==> config.mk <==
export PLATFORM = sky130hd
export DESIGN_NAME = piezo_midi_tx
export DESIGN_NICKNAME = d
export VERILOG_FILES = /design/src/rtl/wubsuit_midi_pkg.sv /design/src/rtl/midi_uart_tx.sv /design/src/rtl/piezo_midi_tx.sv
export SDC_FILE = /design/constraint.sdc
export NUM_CORES = 1
export LEC_CHECK = 0
export BUFFER_PORTS_ARGS = -buffer_cell sky130_fd_sc_hd__buf_2
export CORE_MARGIN = 2
export CORE_UTILIZATION = 53
export DETAILED_ROUTE_END_ITERATION = 6
export PLACE_DENSITY_LB_ADDON = 0.15
export RECOVER_POWER = 25
export SLEW_MARGIN = 0
export SYNTH_ARGS = -nofsm -noshare
export SYNTH_HDL_FRONTEND = slang
export SYNTH_SLANG_ARGS = --single-unit
==> constraint.sdc <==
create_clock -name SYSCLK -period 3.3 [get_ports SYSCLK]
set_clock_uncertainty 0.15 [all_clocks]
set_input_delay 0.495 -clock SYSCLK [delete_from_list [all_inputs] [get_ports SYSCLK]]
set_output_delay 0.495 -clock SYSCLK [all_outputs]
set_load 0.005 [all_outputs]
==> src/rtl/wubsuit_midi_pkg.sv <==
// Shared types and constants for the drum-trigger MIDI transmitter.
// NOTE_MAP gives the General MIDI drum note for each trigger index.
package wubsuit_midi_pkg;

  localparam int IDX_W = 3;
  localparam logic [3:0] NOTE_ON = 4'h9;
  localparam logic [7:0] NOTE_MAP [6] = '{8'd36, 8'd38, 8'd42, 8'd46, 8'd49, 8'd51};

  typedef enum logic [1:0] {
    S_IDLE,
    S_STATUS,
    S_NOTE,
    S_VEL
  } tx_state_t;

  // Index values outside the map are not produced by the arbiter.
  function automatic logic [7:0] note_of(input logic [IDX_W-1:0] idx);
    case (idx)
      3'd0:    return NOTE_MAP[0];
      3'd1:    return NOTE_MAP[1];
      3'd2:    return NOTE_MAP[2];
      3'd3:    return NOTE_MAP[3];
      3'd4:    return NOTE_MAP[4];
      3'd5:    return NOTE_MAP[5];
      default: return 8'd0;
    endcase
  endfunction

endpackage

==> src/rtl/midi_uart_tx.sv <==
// 8N1 byte serializer: start bit, eight data bits LSB first, stop bit.
// done pulses in the last cycle of the stop bit; a start in that cycle chains with no gap.
module midi_uart_tx #(
  parameter int BAUD_DIV = 320
) (
  input  logic       clk,
  input  logic       rst,
  input  logic       start,
  input  logic [7:0] data,
  output logic       busy,
  output logic       done,
  output logic       txd
);

  localparam int DIV_W = (BAUD_DIV > 1) ? $clog2(BAUD_DIV) : 1;

  logic [DIV_W-1:0] div_cnt;
  logic [3:0]       bit_cnt;
  logic [7:0]       shreg;
  logic             bit_end;
  logic             load;

  assign bit_end = (div_cnt == DIV_W'(BAUD_DIV - 1));
  assign done    = busy && bit_end && (bit_cnt == 4'd9);
  // start is ignored while busy, except in the final stop-bit cycle
  assign load    = start && (!busy || done);

  always_ff @(posedge clk or posedge rst) begin
    if (rst) begin
      busy    <= 1'b0;
      txd     <= 1'b1;
      div_cnt <= '0;
      bit_cnt <= '0;
    end else if (load) begin
      busy    <= 1'b1;
      txd     <= 1'b0;
      div_cnt <= '0;
      bit_cnt <= '0;
    end else if (busy) begin
      if (bit_end) begin
        div_cnt <= '0;
        if (bit_cnt == 4'd9) begin
          busy <= 1'b0;
          txd  <= 1'b1;
        end else begin
          bit_cnt <= bit_cnt + 4'd1;
          txd     <= (bit_cnt == 4'd8) ? 1'b1 : shreg[0];
        end
      end else begin
        div_cnt <= div_cnt + 1'b1;
      end
    end
  end

  always_ff @(posedge clk) begin
    if (load)
      shreg <= data;
    else if (busy && bit_end && (bit_cnt < 4'd8))
      shreg <= shreg >> 1;
  end

endmodule

==> src/rtl/piezo_midi_tx.sv <==
// Drum triggers -> synchronise, edge detect, holdoff, queue, MIDI Note On over UART.
// Optional MIDI_RUNNING_STATUS_EN omits the status byte once it has been sent.
module piezo_midi_tx
  import wubsuit_midi_pkg::*;
#(
  parameter int CLK_HZ     = 10_000_000,
  parameter int BAUD       = 31250,
  parameter int N_TRIG     = 6,
  parameter int HOLDOFF_MS = 20,
  parameter int FIFO_DEPTH = 8,
  parameter int MIDI_CH    = 9,
  parameter int VELOCITY   = 100
) (
  input  logic              SYSCLK,
  input  logic              SYSRESET,
  input  logic [N_TRIG-1:0] TRIG,
  output logic              MIDI_TX,
  output logic              BUSY,
  output logic              OVERFLOW
);

  localparam int BAUD_DIV = CLK_HZ / BAUD;
  localparam int MS_DIV   = CLK_HZ / 1000;
  localparam int MS_W     = (MS_DIV > 1) ? $clog2(MS_DIV) : 1;
  localparam int HO_W     = $clog2(HOLDOFF_MS + 1);
  localparam int PTR_W    = $clog2(FIFO_DEPTH);
  localparam int CNT_W    = PTR_W + 1;
  localparam logic [7:0] STATUS_BYTE = {NOTE_ON, 4'(MIDI_CH)};
  localparam logic [7:0] VEL_BYTE    = {1'b0, 7'(VELOCITY)};

  logic [N_TRIG-1:0] sync_p1, sync_p2, sync_p3, edge_p3;
  logic [MS_W-1:0]   ms_cnt;
  logic              ms_tick;
  logic [HO_W-1:0]   holdoff [N_TRIG];
  logic [N_TRIG-1:0] in_hold, accept, dropv, pending, grant;
  logic [IDX_W-1:0]  push_idx;
  logic              push, pop;
  logic [IDX_W-1:0]  fifo_mem [FIFO_DEPTH];
  logic [PTR_W-1:0]  wr_ptr, rd_ptr;
  logic [CNT_W-1:0]  fifo_cnt;
  logic              fifo_full, fifo_empty;
  tx_state_t         state;
  logic              start_r;
  logic [IDX_W-1:0]  idx_r;
  logic              skip_status;
  logic              uart_start, uart_busy, uart_done;
  logic [7:0]        tx_byte;

  // ---- stage p1..p3: two-flop synchroniser plus registered rising edge
  always_ff @(posedge SYSCLK or posedge SYSRESET) begin
    if (SYSRESET) begin
      sync_p1 <= '0;
      sync_p2 <= '0;
      sync_p3 <= '0;
      edge_p3 <= '0;
    end else begin
      sync_p1 <= TRIG;
      sync_p2 <= sync_p1;
      sync_p3 <= sync_p2;
      edge_p3 <= sync_p2 & ~sync_p3;
    end
  end

  assign ms_tick = (ms_cnt == MS_W'(MS_DIV - 1));

  always_ff @(posedge SYSCLK or posedge SYSRESET) begin
    if (SYSRESET) ms_cnt <= '0;
    else          ms_cnt <= ms_tick ? '0 : ms_cnt + 1'b1;
  end

  // ---- stage: holdoff filter and pending mask
  always_comb begin
    for (int i = 0; i < N_TRIG; i++)
      in_hold[i] = (holdoff[i] != '0);
  end

  assign accept = edge_p3 & ~in_hold & ~pending;
  assign dropv  = edge_p3 & ~in_hold & pending;

  // Scan from the top so the lowest pending index is the one left granted.
  always_comb begin
    grant    = '0;
    push_idx = '0;
    for (int i = N_TRIG - 1; i >= 0; i--) begin
      if (pending[i]) begin
        grant    = '0;
        grant[i] = 1'b1;
        push_idx = IDX_W'(i);
      end
    end
  end

  assign push = (|pending) && (!fifo_full || pop);

  always_ff @(posedge SYSCLK or posedge SYSRESET) begin
    if (SYSRESET) begin
      pending  <= '0;
      OVERFLOW <= 1'b0;
      for (int i = 0; i < N_TRIG; i++) holdoff[i] <= '0;
    end else begin
      pending  <= (pending & ~(push ? grant : '0)) | accept;
      OVERFLOW <= |dropv;
      for (int i = 0; i < N_TRIG; i++) begin
        if (accept[i])
          holdoff[i] <= HO_W'(HOLDOFF_MS);
        else if (ms_tick && in_hold[i])
          holdoff[i] <= holdoff[i] - 1'b1;
      end
    end
  end

  // ---- stage: hit queue
  assign fifo_full  = (fifo_cnt == CNT_W'(FIFO_DEPTH));
  assign fifo_empty = (fifo_cnt == '0);

  always_ff @(posedge SYSCLK) begin
    if (push) fifo_mem[wr_ptr] <= push_idx;
  end

  always_ff @(posedge SYSCLK or posedge SYSRESET) begin
    if (SYSRESET) begin
      wr_ptr   <= '0;
      rd_ptr   <= '0;
      fifo_cnt <= '0;
    end else begin
      if (push) wr_ptr <= wr_ptr + 1'b1;
      if (pop)  rd_ptr <= rd_ptr + 1'b1;
      case ({push, pop})
        2'b10:   fifo_cnt <= fifo_cnt + 1'b1;
        2'b01:   fifo_cnt <= fifo_cnt - 1'b1;
        default: fifo_cnt <= fifo_cnt;
      endcase
    end
  end

  // ---- stage: message sequencer
`ifdef MIDI_RUNNING_STATUS_EN
  logic status_sent;

  always_ff @(posedge SYSCLK or posedge SYSRESET) begin
    if (SYSRESET)
      status_sent <= 1'b0;
    else if (state == S_STATUS && uart_done)
      status_sent <= 1'b1;
  end

  assign skip_status = status_sent;
`else
  assign skip_status = 1'b0;
`endif

  assign pop = (state == S_IDLE) && !fifo_empty && !uart_busy;

  always_ff @(posedge SYSCLK) begin
    if (pop) idx_r <= fifo_mem[rd_ptr];
  end

  always_ff @(posedge SYSCLK or posedge SYSRESET) begin
    if (SYSRESET) begin
      state   <= S_IDLE;
      start_r <= 1'b0;
    end else begin
      start_r <= 1'b0;
      case (state)
        S_IDLE: begin
          if (pop) begin
            start_r <= 1'b1;
            state   <= skip_status ? S_NOTE : S_STATUS;
          end
        end
        S_STATUS: if (uart_done) state <= S_NOTE;
        S_NOTE:   if (uart_done) state <= S_VEL;
        S_VEL:    if (uart_done) state <= S_IDLE;
        default:  state <= S_IDLE;
      endcase
    end
  end

  // First byte comes from start_r; later bytes chain off done for back-to-back framing.
  assign uart_start = start_r || (uart_done && (state == S_STATUS || state == S_NOTE));

  always_comb begin
    tx_byte = STATUS_BYTE;
    case (state)
      S_STATUS: tx_byte = start_r ? STATUS_BYTE : note_of(idx_r);
      S_NOTE:   tx_byte = start_r ? note_of(idx_r) : VEL_BYTE;
      default:  tx_byte = STATUS_BYTE;
    endcase
  end

  midi_uart_tx #(
    .BAUD_DIV (BAUD_DIV)
  ) u_uart (
    .clk   (SYSCLK),
    .rst   (SYSRESET),
    .start (uart_start),
    .data  (tx_byte),
    .busy  (uart_busy),
    .done  (uart_done),
    .txd   (MIDI_TX)
  );

  assign BUSY = uart_busy || !fifo_empty || (state != S_IDLE);

endmodule

==> reports/metrics.csv <==
stage,metric,value,unit
route,dr.pass1.iters,4,
layout,layout-area-overhead-vs-synth,12.1,%
route,avgRoutedWirePerCell,15.3,um
power_and_ir_drop,p_int,3.36,mW
logic_synthesis,synth_edf_count,35,
route,wl_met3,344,um
timing,fmaxAchievable,400,MHz
timing,finalCriticalPeriod,2.50,ns
logic_synthesis,synth_area,6570,um^2
global_routing,antenna_found_initial,0,
global_routing,track_usage,0.199,
die,rows,40,
power_and_ir_drop,p_sw_frac,0.298,
timing,hold_ws,0.0218,ns
die,die-area,13300,um^2
die,die_height,115,um
power_and_ir_drop,p_comb_frac,0.172,
placed_design,numPortBuffers,10,
critical_path,slowest_delay,0.41,ns
die,coreArea,12100,um^2
route,ant_nets,0,
cts,cts_resized,0,
placed_design,dpl.hpwl,8230,um
outcome,status,"complete, no violations",
power_and_ir_drop,p_per_area,650,nW/um^2
logic_synthesis,synth_top_area_frac,0.388,
layout,layout.cells.non_filler,772,
timing,rsz0062_at_grt,no,
critical_path,cp-end-kind,flop,
timing,tightest_slew,1.02,ns
critical_path,critPathKind,reg -> reg,
route,top_layer_used,met4,
logic_synthesis,synthArstFlopShare,0.746,
route,drc,0,
route,route.met2.wl,5530,um
critical_path,cp_cell_sequence,inv_1 -> ha_1 -> nor2b_1 -> and4_4 -> ha_1 -> a21oi_1 -> and2_1 -> a22oi_1 -> xnor2_1,
route,wl_met1,5780,um
cts,cts_setup_buffers,0,
critical_path,crit_arrival,2.66,ns
logic_synthesis,synth_top_family_by_area,simple AND/OR/NAND/NOR gates,
placed_design,dp.cells,739,
route,drt-initial-drc-count,257,
layout,final_common_cell,dfrtp_1,
logic_synthesis,ys_top_cells_by_area,"dfrtp_1 39%, edfxtp_1 16%, ha_1 4.9%",
route,routed_wl,11800,um
route,num_vias,4335,
critical_path,cp_common_cell,ha_1,
cts,clockBufferDepth,2,
power_and_ir_drop,switchingPower,1.43,mW
timing,period_share,0.758,
layout,final_layout_size_suffix_gt1_frac,0.137,
timing,final_max_slew_viol_count,0,
logic_synthesis,yosys_warnings,0,
cts,cts_tree,yes,
layout,final_cell_mix,"102 x dfrtp_1, 40 x nor2_1, 37 x inv_1, 35 x edfxtp_1, 34 x nand2_1",
logic_synthesis,synthSimpleGateAreaFrac,0.170,
logic_synthesis,synth_fa_ha_area_frac,0.0525,
cts,clkTransAtPathRegs,0.06,ns
cts,htree_levels,4,
logic_synthesis,syn_avg_cell_area,11.5,um^2
route,drt-vias-per-instance,5.62,
placed_design,place_congestion,0.813,
critical_path,rrSetupSlack,0.80,ns
cts,cts-root-buf,clkbuf_16,
global_routing,grt_max_degree,41,
critical_path,slowest_stage,dfrtp_1,
timing,setup_violations,0,
logic_synthesis,synth_area_leader_cell,dfrtp_1,
power_and_ir_drop,power_leakage,3.08,nW
power_and_ir_drop,pwr-share-clk,0.371,
critical_path,crit_required,3.45,ns
critical_path,cp-start-kind,flop,
timing,timing.slew.headroom,0.319,
timing,final.setup.tns,0,ns
logic_synthesis,ys_seq_area_frac,0.552,
logic_synthesis,synth_cell_types,64,
flow_run,maxCapViolCount,0,
global_routing,grt_pass1_vias,4377,
hold_path,hold_class,in -> reg,
layout,antennaDiodeCount,0,
cts,clock_sinks,138,
logic_synthesis,netlist_instances,573,
global_routing,grt-ovfl-total,0,
logic_synthesis,synth-compound-area-share,0.0958,
logic_synthesis,synthXorXnorAreaFrac,0.0373,
power_and_ir_drop,p_seq_frac,0.457,
global_routing,grt_first_pass_wirelength,20700,um
logic_synthesis,ys.flop_type,dfrtp_1,
logic_synthesis,synthMuxAreaShare,0.0577,
die,boundaryPins,11,
die,die_w,115,um
layout,final_nets,626,
power_and_ir_drop,ir_worst_vdd,359,uV
cts,cts_buffers,17,
logic_synthesis,syn-num-nets,608,
cts,clkLatencyLatePin,0.42,ns
critical_path,crit_fanout,5,
logic_synthesis,ys_seq_elements,138,
timing,finalHoldViolations,0,
die,start_util,0.545,
==> cell families (layout without fill, tap and decap cells) <==
logic type / Yosys count / after routing
adders and majority gates: 27 / 27
muxes: 29 / 29
xor gates and xnor gates: 28 / 28
buffers and inverters: 57 / 88
AOI/OAI and AO/OA: 94 / 94
DFF: 138 / 138
and+or+nand+nor: 200 / 200
==> worst max-delay path: cells and delay by family (launching register included) <==
family,cells,cell delay [ns]
adder cells (fa/ha/maj),2,0.47
flip-flops,1,0.41
AO/OA/AOI/OAI,2,0.31
XOR/XNOR,1,0.16
buffers and inverters,1,0.13
AND/OR/NAND/NOR,3,0.75
==> cells in the mapped netlist, types with 3 or more instances <==
cell type  count
a21oi_1       16
a22o_1         5
a311oi_1       3
a31oi_1        7
and2_1         5
and3_1         8
and4_1         3
buf_2          7
clkbuf_1       9
dfrtp_1      102
edfxtp_1      35
ha_1          26
inv_1         38
mux2_2        11
mux2i_1       12
mux4_2         6
nand2_1       34
nand2b_1      10
nand3_1       24
nand3b_1       3
nand4_1        5
nor2_1        40
nor2b_1       10
nor3_1        20
nor4_1         4
nor4b_1        4
o211ai_1       4
o21ai_0       32
o31ai_1       10
o32ai_1        3
or3_1          5
or4_1          6
or4b_2         4
xnor2_1       22
xor2_1         6
==> power by group through the flow <==
| stage | logic, mW | registers [mW] | clock network, mW |
|---|---|---|---|
| 4_1_cts | 0.831 | 2.19 | 1.81 |
| 5_1_grt | 0.924 | 2.22 | 1.89 |
| 3_3_place_gp | 0.792 | 2.20 | 0 |
| 3_5_place_dp | 0.824 | 2.21 | 0 |
| 6_report | 0.824 | 2.19 | 1.77 |
| 2_1_floorplan | 0.706 | 2.13 | 0 |
==> per-stage QoR <==
stage	instance area, um^2	worst slack, ns	util	power (mW)
CTS	7380	0.805	0.612	4.83
finish	7370	0.798	0.611	4.79
global route	7370	0.585	0.611	5.03
global placement	6810	0.950	0.565	2.99
floorplan	6580	0.982	-	2.83
detailed placement	6810	0.815	0.565	3.04
==> worst paths after layout <==
| kind | from | end | cells past startpoint |
|---|---|---|---|
| min in group asynchronous | SYSRESET | u_uart.bit_cnt[1] | 3 |
| max reg2reg | state[0] | fifo_cnt[3] | 9 |
| min reg2reg | sync_p1[1] | sync_p2[1] | 0 |
| max in group asynchronous | SYSRESET | holdoff[1] | 4 |
| min | TRIG[5] | sync_p1[5] | 1 |
| max | state[0] | fifo_cnt[3] | 9 |
==> metal layers <==
layer | vias to the layer above | track usage
li1 | 2115 | -
met1 | 2154 | 0.274
met2 | 50 | 0.309
met3 | 16 | 0.0464
met4 | 0 | 0.0787
met5 | - | 0
==> what timing repair did <==
item	4_1_cts	5_1_grt
hold buffers	1	0
hold endpoints to repair	20	0
setup endpoints to repair	0	0
==> state kept, by name (all words and copies together), names as in the netlist, 4 cells and up <==
signal / cells
u_uart.shreg: 8
u_uart.div_cnt: 9
sync_p2: 6
pending: 6
holdoff: 30
fifo_mem: 24
sync_p3: 6
u_uart.bit_cnt: 4
fifo_cnt: 4
edge_p3: 6
ms_cnt: 14
sync_p1: 6
==> cell type report <==
class,count,area (um^2)
timing repair buffer,17,103
clock buffer,18,450
tap,168,210
multi-input combinational,378,2720
sequential,138,3630
clock inverter,14,109
inverter,39,148
fill,970,4700
No activity file was read; power rests on OpenSTA's default activity.
